File: src/rtl/mem_req_arbiter.sv
// mem_req_arbiter: round-robin sharing of one memory-controller command port among NUM_REQ requesters,
// one outstanding command at a time, with read-data/timeout and write-gap completion tracking.
module mem_req_arbiter #(
  parameter int NUM_REQ    = 4,
  parameter int WR_GAP     = 4,
  parameter int RD_TIMEOUT = 64
) (
  input  logic                  clk,
  input  logic                  rst,
  input  logic [NUM_REQ-1:0]    req_valid,
  input  logic [NUM_REQ-1:0]    req_rdnwr,
  input  logic [NUM_REQ*16-1:0] req_addr,
  input  logic [NUM_REQ*32-1:0] req_wdata,
  output logic [NUM_REQ-1:0]    req_ready,
  output logic [NUM_REQ-1:0]    rsp_vld,
  output logic [NUM_REQ-1:0]    rsp_err,
  output logic [31:0]           rsp_rdata,
  output logic                  cmd_n,
  output logic                  RDnWR,
  output logic [15:0]           Addr_in,
  output logic                  Data_in_vld,
  output logic [31:0]           Data_in,
  input  logic [31:0]           Data_out,
  input  logic                  data_out_vld,
  output logic                  busy
);
  localparam int GW = $clog2(NUM_REQ);
  localparam int CW = $clog2(RD_TIMEOUT > WR_GAP ? RD_TIMEOUT : WR_GAP) + 1;
  typedef enum logic [1:0] {IDLE, ISSUE, WAIT_RD, WAIT_WR} state_t;
  state_t r_state, w_next;
  logic [GW-1:0] r_rr, r_g, w_g, w_g_n, w_rr_n;
  logic [GW:0] w_s;
  logic w_any;
  logic [CW-1:0] r_cnt, w_cnt;
  logic w_cmd_n, w_rdnwr, w_dvld, w_busy;
  logic [15:0] w_addr;
  logic [31:0] w_data, w_rdata;
  logic [NUM_REQ-1:0] w_ready, w_rsp, w_err;
  // first requester at or after r_rr, wrapping
  always_comb begin
    w_any = 1'b0;
    w_g = '0;
    w_s = '0;
    for (int k = 0; k < NUM_REQ; k++) begin
      w_s = {1'b0, r_rr} + (GW+1)'(k);
      if (w_s >= (GW+1)'(NUM_REQ)) w_s = w_s - (GW+1)'(NUM_REQ);
      if (!w_any && req_valid[w_s[GW-1:0]]) begin
        w_any = 1'b1;
        w_g = w_s[GW-1:0];
      end
    end
  end
  // the response cycle is spent in IDLE without arbitrating
  always_comb begin
    w_next = r_state;
    w_g_n = r_g;
    w_rr_n = r_rr;
    w_cnt = r_cnt;
    w_cmd_n = 1'b1;
    w_rdnwr = RDnWR;
    w_addr = Addr_in;
    w_dvld = 1'b0;
    w_data = Data_in;
    w_ready = '0;
    w_rsp = '0;
    w_err = '0;
    w_rdata = '0;
    case (r_state)
      IDLE: if (w_any && ~|rsp_vld) begin
        w_next = ISSUE;
        w_g_n = w_g;
        w_cmd_n = 1'b0;
        w_rdnwr = req_rdnwr[w_g];
        w_addr = req_addr[{w_g, 4'b0} +: 16];
        w_dvld = !req_rdnwr[w_g];
        w_data = req_rdnwr[w_g] ? Data_in : req_wdata[{w_g, 5'b0} +: 32];
        w_ready[w_g] = 1'b1;
      end
      ISSUE: begin
        w_next = RDnWR ? WAIT_RD : WAIT_WR;
        w_rr_n = (r_g == GW'(NUM_REQ-1)) ? '0 : r_g + GW'(1);
        w_cnt = CW'(1);
      end
      WAIT_RD: if (data_out_vld) begin
        w_next = IDLE;
        w_rsp[r_g] = 1'b1;
        w_rdata = Data_out;
      end else if (r_cnt == CW'(RD_TIMEOUT)) begin
        w_next = IDLE;
        w_rsp[r_g] = 1'b1;
        w_err[r_g] = 1'b1;
      end else w_cnt = r_cnt + CW'(1);
      WAIT_WR: if (r_cnt == CW'(WR_GAP)) begin
        w_next = IDLE;
        w_rsp[r_g] = 1'b1;
      end else w_cnt = r_cnt + CW'(1);
      default: w_next = IDLE;
    endcase
    w_busy = w_next != IDLE;
  end
  always_ff @(posedge clk) begin
    if (rst) begin
      r_state <= IDLE;
      r_rr <= '0;
      r_g <= '0;
      r_cnt <= '0;
      cmd_n <= 1'b1;
      RDnWR <= 1'b0;
      Addr_in <= '0;
      Data_in_vld <= 1'b0;
      Data_in <= '0;
      req_ready <= '0;
      rsp_vld <= '0;
      rsp_err <= '0;
      rsp_rdata <= '0;
      busy <= 1'b0;
    end else begin
      r_state <= w_next;
      r_rr <= w_rr_n;
      r_g <= w_g_n;
      r_cnt <= w_cnt;
      cmd_n <= w_cmd_n;
      RDnWR <= w_rdnwr;
      Addr_in <= w_addr;
      Data_in_vld <= w_dvld;
      Data_in <= w_data;
      req_ready <= w_ready;
      rsp_vld <= w_rsp;
      rsp_err <= w_err;
      rsp_rdata <= w_rdata;
      busy <= w_busy;
    end
  end
endmodule

File: config.mk
export PLATFORM = sky130hd
export DESIGN_NAME = mem_req_arbiter
export DESIGN_NICKNAME = d
export VERILOG_FILES = /design/src/rtl/mem_req_arbiter.sv
export SDC_FILE = /design/constraint.sdc
export NUM_CORES = 1
export LEC_CHECK = 0
export CORE_AREA = 2 2 128 130
export CTS_CLUSTER_DIAMETER = 150
export DETAILED_ROUTE_END_ITERATION = 8
export DIE_AREA = 0 0 130 132
export PLACE_DENSITY = 0.8
export SETUP_SLACK_MARGIN = 0.05
export SLEW_MARGIN = 20
export SYNTH_ARGS = -nofsm -noshare
export SYNTH_HDL_FRONTEND = slang
export SYNTH_SLANG_ARGS = --single-unit
File: constraint.sdc
create_clock -name clk -period 5.9 [get_ports clk]
set_clock_uncertainty 0.15 [all_clocks]
set_input_delay 1.18 -clock clk [delete_from_list [all_inputs] [get_ports clk]]
set_output_delay 1.18 -clock clk [all_outputs]
set_load 0.02 [all_outputs]
Word level (Yosys, flattened, before mapping)

Cells that the tools add are included.
W data, S select, Z words.

Add/sub/neg operators: 9
Order comparisons: 12
Eq/ne operators: 9
Shift operators: 2
Mux-type cells: 42
Bitwise gates (word level): 5
Reductions and logical operators: 22

Operators with widths:

| operator              | number |
|---|---|
| $shiftx A128 B8 Y32   | 1 |
| $shiftx A64 B7 Y16    | 1 |
| $mux W2               | 13 |
| $mux W7               | 3 |
| $pmux W7 S3           | 1 |
| $lt A2 B3 Y1 const B  | 6 |
| $mux W1               | 13 |
| $mux W4               | 3 |
| $bmux W1 S2           | 5 |
| $ge A3 B3 Y1 const B  | 3 |
| $reduce_or A3 Y1      | 3 |
| $pmux W2 S4           | 1 |
| $pmux W4 S2           | 1 |
| $sub A2 B1 Y2 const B | 4 |
| $add A7 B1 Y7 const B | 1 |
| $eq A7 B3 Y1 const B  | 1 |
| $eq A7 B7 Y1 const B  | 1 |
| $add A2 B2 Y3 const B | 2 |
| $eq A2 B2 Y1 const B  | 3 |
| $logic_and A1 B1 Y1   | 6 |
| $ne A2 B2 Y1 const B  | 3 |
| $logic_not A1 Y1      | 5 |
| $not A1 Y1            | 5 |
| $demux W1 S2          | 2 |
| other kinds (13)      | 14 |

Bits in registers: 109
Input bits: 235
Output and inout bits: 96
Logic and storage cells: 115

Logic depth before layout (Yosys ltp)

Gate-level depths: netlist of the first run.

Depth in word-level cells: 18
Depth in mapped cells: 8
Depth with buffers taken out: 7

Worst setup path after synthesis of the first run

OpenSTA, ideal clock, no wires.

Path type: input port to flip-flop
From: input req_valid[2]
To: register Data_in[10]
Library setup time: 91 ps
Arrival: 2,978 ps
Required time: 5,659 ps
Setup slack: 2,681 ps
Stages: 8
Cell sequence: clkbuf_1 -> or3b_2 -> o221a_2 -> a211o_1 -> and3_1 -> buf_4 -> buf_6 -> a311oi_1

Cells in the longest elaborated chain, start to end: 16
Elaborated cells between the ends (all ways): 28
Classes of those cells: shift: 1; mux: 18; bitwise: 1; reduce/logical: 8

RTL lines:

| what                                                                 | RTL line | text |
|---|---|---|
| start, declared                                                      | 10       | `input logic [NUM_REQ-1:0] req_valid,` |
| parallel branches: the longest is 16 deep, another holds $bmux W1 S2 | -        |  |
| end signal, assigned                                                 | 126      | `Data_in <= w_data;` |
| end, declared                                                        | 22       | `output logic [31:0] Data_in,` |

Parallel ways; which one is timed is not known. The select of a mux whose other input is x is not followed.
A chain may end at the register's enable or synchronous reset.

Worst setup path after layout of the first run

From: input req_valid[2]
To: register Data_in[6]

The elaborated chain is that of the path after synthesis.

==> results.yml, run 1 <==
status:
  status: "finished, final reports clean"
drt:
  vias: 5333
  wl_per_cell_microns: 17.9
  drtAntennaViolNets: 0
  drcViolationCount: 0
  totalWireLength_microns: 19100
  viasPerCell: 4.98
  dr.pass1.iters: 9
  dr.first_iter.drc_count: 289
worst_setup_path:
  crit_fanout: 27
  rrSetupSlack_ns: 2.28
  cp-end-kind: "flop"
  required_ns: 5.94
  worstSetupPathType: "input pin to flop"
  rr_startpoint: "r_state[0]$_SDFF_PP0_"
  cp-start-kind: "input pin"
  endpoint: "Data_in[6]$_SDFFE_PP0P_"
  reg2reg_depth: 6
  worstSetupStartpoint: "req_valid[2]"
  worstPathArrival_ns: 4.31
  r2r-end: "Data_in[6]$_SDFFE_PP0P_"
floorplanning:
  rows: 46
  die_h_microns: 132
  coreArea_sq_mm: 0.0157
  design.die.area_sq_mm: 0.0172
  start_util_pct: 33.2
  ioPinCount: 331
  die_w_microns: 130
synth:
  async_flop_share_pct: 0
  ys.flop_type: "dfxtp_1"
  ys_seq_elements: 109
  synth_compound_area_share_pct: 20.5
  synth_top_family_by_area: "compound AO/OA/AOI/OAI gates"
  post_synth_num_cell_types: 49
  yosys.area_share.simple_pct: 14.8
  synthXorXnorAreaFrac_pct: 0.839
  yosysWarnings: 0
  synth_cells: 546
  syn_avg_cell_area_sq_um: 9.56
  synthMuxAreaShare_pct: 15.2
  synth_fa_ha_area_share_pct: 1.44
  netlist_area_sq_mm: 0.00522
  synth_edf_count: 0
  synth_seq_area_share_pct: 41.8
  syn_nets: 787
clocking:
  cts_root_buf: "clkbuf_16"
  cts_setup_buffers: 0
  cts.repair.resized: 0
  cts-hold-fix-buffers: 0
  clock_sinks: 109
  htreeDepth: 3
  clock_tree.buffer_depth: 2
  clk_pin_slew_ns: 0.07
  cts_made_buffers: 9
  clk_latency_ns: 0.35
  cts_tree: "yes"
global_routing:
  grt_pass1_vias: 5376
  grt_pass1_wl_microns: 29100
  antenna_found_initial: 1
  grt_start_max_net_pins: 56
  track_usage_pct: 21.7
  grt_overflow: 0
sta:
  post-route-period-util_pct: 72.5
  tightestPinTransition_ns: 1.08
  relSlewSlack_pct: 28.2
  period_needed_ns: 4.28
  finalHoldViolations: 0
  setup_tns_ns: 0
  fmax_ghz: 0.234
  grt_setup_unrepaired: "no"
  slew_violations: 0
  finalSetupViolCount: 0
place:
  place_inst: 1053
  io_buffers: 330
  dp_hpwl_microns: 14900
  place.gp.congestion: 0.827
power:
  ir_drop_v: 0.000185
  fin_total_pwr_mw: 2.40
  p_leak_nw: 3.48
  p_per_area_mw_per_mm2: 267
layout:
  final_cells: 1070
  drive_above_1_share_pct: 8.91
  nets: 1089
  areaGrowthSynthToFinish_pct: 72.2
flow_run:
  drv_cap: 0
hold_path:
  hp-class: "flop to flop"
registers in the layout, summed over array words and instances, names as in the netlist, 2 cells and up:
name,cells
Addr_in,16
Data_in,32
r_cnt,7
r_g,2
r_rr,2
r_state,2
req_ready,4
rsp_err,4
rsp_rdata,32
rsp_vld,4
cell usage after synthesis (13+ instances only):
cell type,instances,area (sq um)
a222oi_1,13,130
o21ai_0,21,105
mux2i_1,40,400
dfxtp_1,109,2180
a311oi_1,13,114
nor2_1,21,78.8
and2_1,38,238
a31oi_1,14,87.6
clkbuf_1,32,120
a21oi_1,25,125
a221oi_1,17,149
nand2_1,58,218
mux2_2,35,394
inv_1,14,52.6
metrics by stage:
| step | hold WS (ns) | util (%) | setup slack [ns] | area, sq um |
|---|---|---|---|---|
| 3_3_place_gp | 0.303 | 55.1 | 1.34 | 8650 |
| 6_report | 0.321 | 57.2 | 1.62 | 8980 |
| 5_1_grt | 0.338 | 57.2 | 1.39 | 8980 |
| 4_1_cts | 0.320 | 57.1 | 1.58 | 8970 |
| 2_1_floorplan | 0.319 | - | 2.68 | 5220 |
| 3_5_place_dp | 0.310 | 55.1 | 1.21 | 8650 |
layout make-up:
cell class,instances,area [sq um]
diodes,1,2.50
clock buffers,10,229
clock inverters,6,93.8
fillers,1378,6730
inverters,14,52.6
multi-input cells,377,2800
flip-flops and latches,109,2180
well taps,216,270
repair buffers,337,3360
worst min-delay path by stage:
stage,from,to,cells after the start
6_report,Data_in[12]$_SDFFE_PP0P_,Data_in[12]$_SDFFE_PP0P_,2
5_1_grt,Data_in[12]$_SDFFE_PP0P_,Data_in[12]$_SDFFE_PP0P_,2
4_1_cts,Data_in[14]$_SDFFE_PP0P_,Data_in[14]$_SDFFE_PP0P_,2
3_5_place_dp,Data_in[30]$_SDFFE_PP0P_,Data_in[30]$_SDFFE_PP0P_,2
3_3_place_gp,Data_in[14]$_SDFFE_PP0P_,Data_in[14]$_SDFFE_PP0P_,2
2_1_floorplan,r_g[1]$_SDFFE_PP0P_,r_g[1]$_SDFFE_PP0P_,2
routing by layer:
layer	wire [microns]	track usage [%]	share of wire (%)
met4	472	7.11	2.5
met5	0	0	0
met1	8060	26.5	42
met2	9080	36.9	47
met3	1530	5.52	8.0
where the power goes:
part,internal [mW],total (mW),switching (mW)
registers,0.820,0.876,0.0557
clock network,0.376,0.659,0.283
logic,0.445,0.862,0.417
critical path, cell delays in order:
cell and delay, ns:
clkdlybuf4s50_1 0.64, a21oi_1 0.12, o211a_1 0.58, a221oi_4 0.84, and3_1 0.40, buf_4 0.39
a311oi_1 0.15
cell usage in the layout (no fill, tap or decap), types with 17 or more instances in the layout:
cell type and instances:
mux2i_1 40, mux2_2 35, dfxtp_1 109, nand2_1 58, clkdlybuf4s50_1 330, a21oi_1 23
and2_1 38, o21ai_0 21, nor2_1 21, a221oi_1 17
logic make-up (layout without fill, tap and decap cells):
kind of cell | Yosys count | count (layout)
buffers and inverters | 60 | 367
flip-flops | 109 | 109
XOR/XNOR | 5 | 5
AO/OA/AOI/OAI | 141 | 141
other | 0 | 1
multiplexers | 75 | 75
adder cells (fa/ha/maj) | 6 | 6
AND/OR/NAND/NOR | 150 | 150
No activity file was read; power rests on OpenSTA's default activity.
==> run 2, diff against run 1 <==
--- a/config.mk
+++ b/config.mk
@@ -5,11 +5,11 @@
 export SDC_FILE = /design/constraint.sdc
 export NUM_CORES = 1
 export LEC_CHECK = 0
-export CORE_AREA = 2 2 128 130
+export CORE_AREA = 2 2 129 131
 export CTS_CLUSTER_DIAMETER = 150
 export DETAILED_ROUTE_END_ITERATION = 8
-export DIE_AREA = 0 0 130 132
-export PLACE_DENSITY = 0.8
+export DIE_AREA = 0 0 131 133
+export PLACE_DENSITY = 0.79
 export SETUP_SLACK_MARGIN = 0.05
 export SLEW_MARGIN = 20
 export SYNTH_ARGS = -nofsm -noshare
==> constraint.sdc (replaced) <==
create_clock -name clk -period 4.3 [get_ports clk]
set_clock_uncertainty 0.15 [all_clocks]
set_input_delay 0.86 -clock clk [delete_from_list [all_inputs] [get_ports clk]]
set_output_delay 0.86 -clock clk [all_outputs]
set_load 0.02 [all_outputs]
==> run 2 against run 1 <==
Effect of this change: sequential share of layout area decreased by 0.078 points; power increased by 35%; via count increased by 0.73%; routed wire length decreased by 0.60%; design area increased by 0.32%; register-to-register slack got worse by 1.1 ns; sequential power increased by 37%.
==> results.yml, run 2 (synthesis gave the netlist of run 1 again) <==
status:
  status: "finished, final reports clean"
sta:
  finalHoldViolations: 0
  relSlewSlack_pct: 48.8
  grt_setup_unrepaired: "no"
  fmax_ghz: 0.284
  finalSetupViolCount: 0
  slew_violations: 0
  setup_tns_ns: 0
  tightestPinTransition_ns: 0.768
  period_needed_ns: 3.52
  post-route-period-util_pct: 81.8
floorplanning:
  coreArea_sq_mm: 0.0162
  die_w_microns: 131
  design.die.area_sq_mm: 0.0174
  rows: 47
  die_h_microns: 133
  start_util_pct: 32.3
  ioPinCount: 331
worst_setup_path:
  reg2reg_depth: 6
  cp-start-kind: "input pin"
  endpoint: "Data_in[8]$_SDFFE_PP0P_"
  worstSetupPathType: "input pin to flop"
  required_ns: 4.34
  rr_startpoint: "r_state[0]$_SDFF_PP0_"
  cpPeakStageDelay_ns: 0.62
  worstPathArrival_ns: 3.56
  worstSetupStartpoint: "req_valid[1]"
  cp_num_buf_inv: 2
  cp-end-kind: "flop"
  path_depth: 7
  crit_fanout: 33
  rrSetupSlack_ns: 1.19
  cp_top_family: "compound AO/OA/AOI/OAI gates"
  crit_chain: "clkdlybuf4s50_1 > a21boi_0 > o221a_2 > a211o_1 > and3_1 > buf_4 > a311oi_1"
  crit_path_top_delay_cell: "clkdlybuf4s50_1"
  r2r-end: "Data_in[18]$_SDFFE_PP0P_"
clocking:
  cts_tree: "yes"
  clk_latency_ns: 0.34
  cts-hold-fix-buffers: 0
  htreeDepth: 3
  cts_setup_buffers: 0
  cts_root_buf: "clkbuf_16"
  clk_pin_slew_ns: 0.07
  clock_sinks: 109
  clock_tree.buffer_depth: 2
  cts.repair.resized: 0
  cts_made_buffers: 9
global_routing:
  antenna_found_initial: 2
  track_usage_pct: 21.0
  grt_pass1_wl_microns: 28600
  grt_pass1_vias: 5507
  grt_overflow: 0
  grt_start_max_net_pins: 56
drt:
  dr.pass1.iters: 6
  totalWireLength_microns: 19000
  vias: 5372
  wl_per_cell_microns: 17.7
  viasPerCell: 4.98
  drtAntennaViolNets: 0
  drcViolationCount: 0
  dr.first_iter.drc_count: 248
power:
  ir_drop_v: 0.000193
  fin_total_pwr_mw: 3.23
  p_leak_nw: 3.50
  p_per_area_mw_per_mm2: 358
place:
  place_inst: 1062
  io_buffers: 330
  dp_hpwl_microns: 14700
  place.gp.congestion: 0.830
flow_run:
  drv_cap: 0
hold_path:
  hold_depth: 2
  hp-class: "flop to flop"
layout:
  drive_above_1_share_pct: 9.45
  layout_commonest_cell: "clkdlybuf4s50_1"
  layout_common_cells: "clkdlybuf4s50_1 (330), dfxtp_1 (109), nand2_1 (58), mux2i_1 (40), and2_1 (38)"
  areaGrowthSynthToFinish_pct: 72.7
  nets: 1094
  reg.largest.list: "Data_in x32, rsp_rdata x32, Addr_in x16"
  fillers: 1464
  final_cells: 1078
## run 2: cell types whose count changed in the layout (fill, tap and decap cells not counted), sizes merged
| cell | change |
|---|---|
| buf | +5 |
| clkinvlp | +1 |
| bufinv | -1 |
| clkbuf | -1 |
## run 2: how the worst min path moves through the flow
stage | from | end | slack [ns]
3_5_place_dp | Data_in[19]$_SDFFE_PP0P_ | Data_in[19]$_SDFFE_PP0P_ | 0.31
6_report | Data_in[17]$_SDFFE_PP0P_ | Data_in[17]$_SDFFE_PP0P_ | 0.32
5_1_grt | Data_in[19]$_SDFFE_PP0P_ | Data_in[19]$_SDFFE_PP0P_ | 0.34
4_1_cts | Data_in[19]$_SDFFE_PP0P_ | Data_in[19]$_SDFFE_PP0P_ | 0.32
2_1_floorplan | r_g[1]$_SDFFE_PP0P_ | r_g[1]$_SDFFE_PP0P_ | 0.32
3_3_place_gp | Data_in[17]$_SDFFE_PP0P_ | Data_in[17]$_SDFFE_PP0P_ | 0.30
## run 2: report_power, final
| group | leakage [nW] | internal, mW | switching [mW] | total [mW] |
|---|---|---|---|---|
| clock network | 0.139 | 0.454 | 0.378 | 0.832 |
| logic | 2.47 | 0.621 | 0.578 | 1.20 |
| registers | 0.891 | 1.13 | 0.0720 | 1.20 |
| total | 3.50 | 2.20 | 1.03 | 3.23 |
## run 2: cell type report
| cell class | instances | area [sq um] | share of cell area [%] |
|---|---|---|---|
| clock buffers | 9 | 225 | 2.50 |
| repair buffers | 342 | 3410 | 37.8 |
| inverters | 14 | 52.6 | 0.583 |
| diodes | 1 | 2.50 | 0.0278 |
| clock inverters | 6 | 71.3 | 0.791 |
| flip-flops and latches | 109 | 2180 | 24.2 |
| multi-input cells | 377 | 2800 | 31.0 |
| well taps | 220 | 275 | 3.05 |
## run 2: metrics by stage
stage / hold slack (ns) / utilization, % / worst slack [ns] / instance area (sq um)
finish: 0.320 / 55.7 / 0.782 / 9010
global route: 0.342 / 55.7 / 0.634 / 9010
CTS: 0.323 / 55.7 / 0.770 / 9000
detailed placement: 0.311 / 53.8 / 0.390 / 8710
global placement: 0.303 / 53.8 / 0.549 / 8710
floorplan: 0.319 / - / 1.40 / 5220
## run 2: per-layer routing
| metal | share of wire, % | global-route usage, % | wire length [microns] | vias to the layer above |
|---|---|---|---|---|
| li1 | - | - | - | 2617 |
| met1 | 40 | 24.2 | 7580 | 2479 |
| met2 | 48 | 36.3 | 9200 | 232 |
| met3 | 8.8 | 6.19 | 1680 | 44 |
| met4 | 3.0 | 8.04 | 572 | 0 |
| met5 | 0 | 0 | 0 | - |
## run 2: worst register-to-register path, stage by stage, from the launching register on
cell,delay (ns)
dfxtp_1,0.43
or4_1,0.61
or4_4,0.67
a221oi_4,0.26
buf_4,0.26
nand4_4,0.35
o22ai_1,0.30
==> run 3, diff against run 2 <==
==> constraint.sdc (replaced) <==
create_clock -name clk -period 3.5 [get_ports clk]
set_clock_uncertainty 0.15 [all_clocks]
set_input_delay 0.7 -clock clk [delete_from_list [all_inputs] [get_ports clk]]
set_output_delay 0.7 -clock clk [all_outputs]
set_load 0.02 [all_outputs]
==> run 3 against run 2 <==
Effect of this change: first-iteration DRC count shrank 2.8%; clock power grew 17%; hold slack lost 0.0032 ns; routed wire length grew 2.5%; flip-flop and latch count is the same; design area grew 0.33%; cell count grew 0.65%; sequential power grew 23%; non-clock buffer count grew 5; count of clock-buffer cells in the layout is the same; die area is the same; combinational power grew 25%.
==> results.yml, run 3 (synthesis gave the netlist of run 1 again) <==
status:
  status: "finished, final reports clean"
worst_setup_path:
  worstSetupPathType: "input pin to flop"
  reg2reg_depth: 6
  crit_fanout: 19
  required_ns: 3.62
  cp-start-kind: "input pin"
  crit_path_top_delay_cell: "clkdlybuf4s50_1"
  worstPathArrival_ns: 3.10
  crit_chain: "clkdlybuf4s50_1 > a21boi_0 > o221a_2 > a211o_1 > buf_4 > nand4_4 > o22ai_1"
  cp-end-kind: "flop"
  cpPeakStageDelay_ns: 0.62
drt:
  highest_layer: "met4"
  dr.first_iter.drc_count: 241
  viasPerCell: 5.00
  route.met3.wl_microns: 1880
  vias: 5421
  wl_met1_microns: 7790
  dr.pass1.iters: 5
  drcViolationCount: 0
  wl_met2_microns: 9390
  drtAntennaViolNets: 0
  wl_per_cell_microns: 18.0
  totalWireLength_microns: 19500
place:
  io_buffers: 330
  place_inst: 1067
  dp_hpwl_microns: 15000
  place.gp.congestion: 0.856
  pre_cts_slack_ns: 0.148
  place_area_sq_mm: 0.00876
global_routing:
  grt_pass1_vias: 5322
  grt_start_max_net_pins: 56
  grt_pass1_wl_microns: 28600
  antenna_found_initial: 2
  track_usage_pct: 21.2
  grt_overflow: 0
clocking:
  cts_root_buf: "clkbuf_16"
  clock_tree.buffer_depth: 2
  cts_setup_buffers: 0
  cts.repair.resized: 0
  clk_latency_ns: 0.35
  clk_pin_slew_ns: 0.08
  cts-hold-fix-buffers: 0
  cts_made_buffers: 9
  cts_tree: "yes"
  clock_sinks: 109
  htreeDepth: 3
power:
  ir_drop_v: 0.000324
  p_per_area_mw_per_mm2: 436
  p_leak_nw: 3.52
  fin_total_pwr_mw: 3.94
sta:
  tightestPinTransition_ns: 0.702
  setup_ws_ns: 0.528
  slew_violations: 0
  post-route-period-util_pct: 84.9
  setup_tns_ns: 0
  finalHoldViolations: 0
  relSlewSlack_pct: 53.1
  fmax_ghz: 0.336
  period_needed_ns: 2.97
  finalSetupViolCount: 0
  grt_setup_unrepaired: "no"
hold_path:
  hp-class: "flop to flop"
  hold_depth: 2
floorplanning:
  coreArea_sq_mm: 0.0162
  start_util_pct: 32.3
  die_w_microns: 131
  rows: 47
  ioPinCount: 331
  die_h_microns: 133
  design.die.area_sq_mm: 0.0174
layout:
  nets: 1099
  fin_area_sq_mm: 0.00904
  reg.largest.list: "Data_in x32, rsp_rdata x32, Addr_in x16"
  areaGrowthSynthToFinish_pct: 73.3
  final_cells: 1085
  layout_common_cells: "clkdlybuf4s50_1 (330), dfxtp_1 (109), nand2_1 (58), mux2i_1 (40), and2_1 (38)"
  layout_commonest_cell: "clkdlybuf4s50_1"
  drive_above_1_share_pct: 10.1
flow_run:
  drv_cap: 0
[run 3: routing by layer]
layer	global-route usage [%]	up-vias
li1	-	2628
met1	24.3	2520
met2	37.2	241
met3	7.16	32
met4	6.26	0
met5	0	-
[run 3: final cells by class]
type / instances / area, sq um
multi-input combinational: 377 / 2800
antenna: 2 / 5.00
sequential: 109 / 2180
fill: 1435 / 7130
timing repair buffer: 347 / 3460
clock buffer: 9 / 225
inverter: 14 / 52.6
tap: 220 / 275
clock inverter: 7 / 48.8
[run 3: power by group]
group | internal [mW] | switching [mW] | total, mW | leakage, nW
logic | 0.781 | 0.722 | 1.50 | 2.50
registers | 1.38 | 0.0865 | 1.47 | 0.891
clock network | 0.486 | 0.484 | 0.970 | 0.136
[run 3: final timing paths]
| kind | start | end | slack [ns] |
|---|---|---|---|
| worst min register to register | Data_in[14]$_SDFFE_PP0P_ | Data_in[14]$_SDFFE_PP0P_ | 0.32 |
| worst max-delay path | req_valid[1] | Data_in[20]$_SDFFE_PP0P_ | 0.53 |
| worst max register to register | r_state[0]$_SDFF_PP0_ | Data_in[6]$_SDFFE_PP0P_ | 0.72 |
| worst min-delay path | Data_in[14]$_SDFFE_PP0P_ | Data_in[14]$_SDFFE_PP0P_ | 0.32 |
[run 3: metrics by stage]
step | utilization, % | hold WS, ns
after floorplan | - | 0.319
after global placement | 54.1 | 0.303
after detailed placement | 54.1 | 0.307
after CTS | 55.8 | 0.320
after global routing | 55.9 | 0.332
final | 55.9 | 0.317
[run 3: worst max-delay path, delay by kind of cell]
kind | cells | cell delay, ns
AOI/OAI and AO/OA | 4 | 1.18
buffers and inverters | 2 | 0.85
and+or+nand+nor | 1 | 0.36
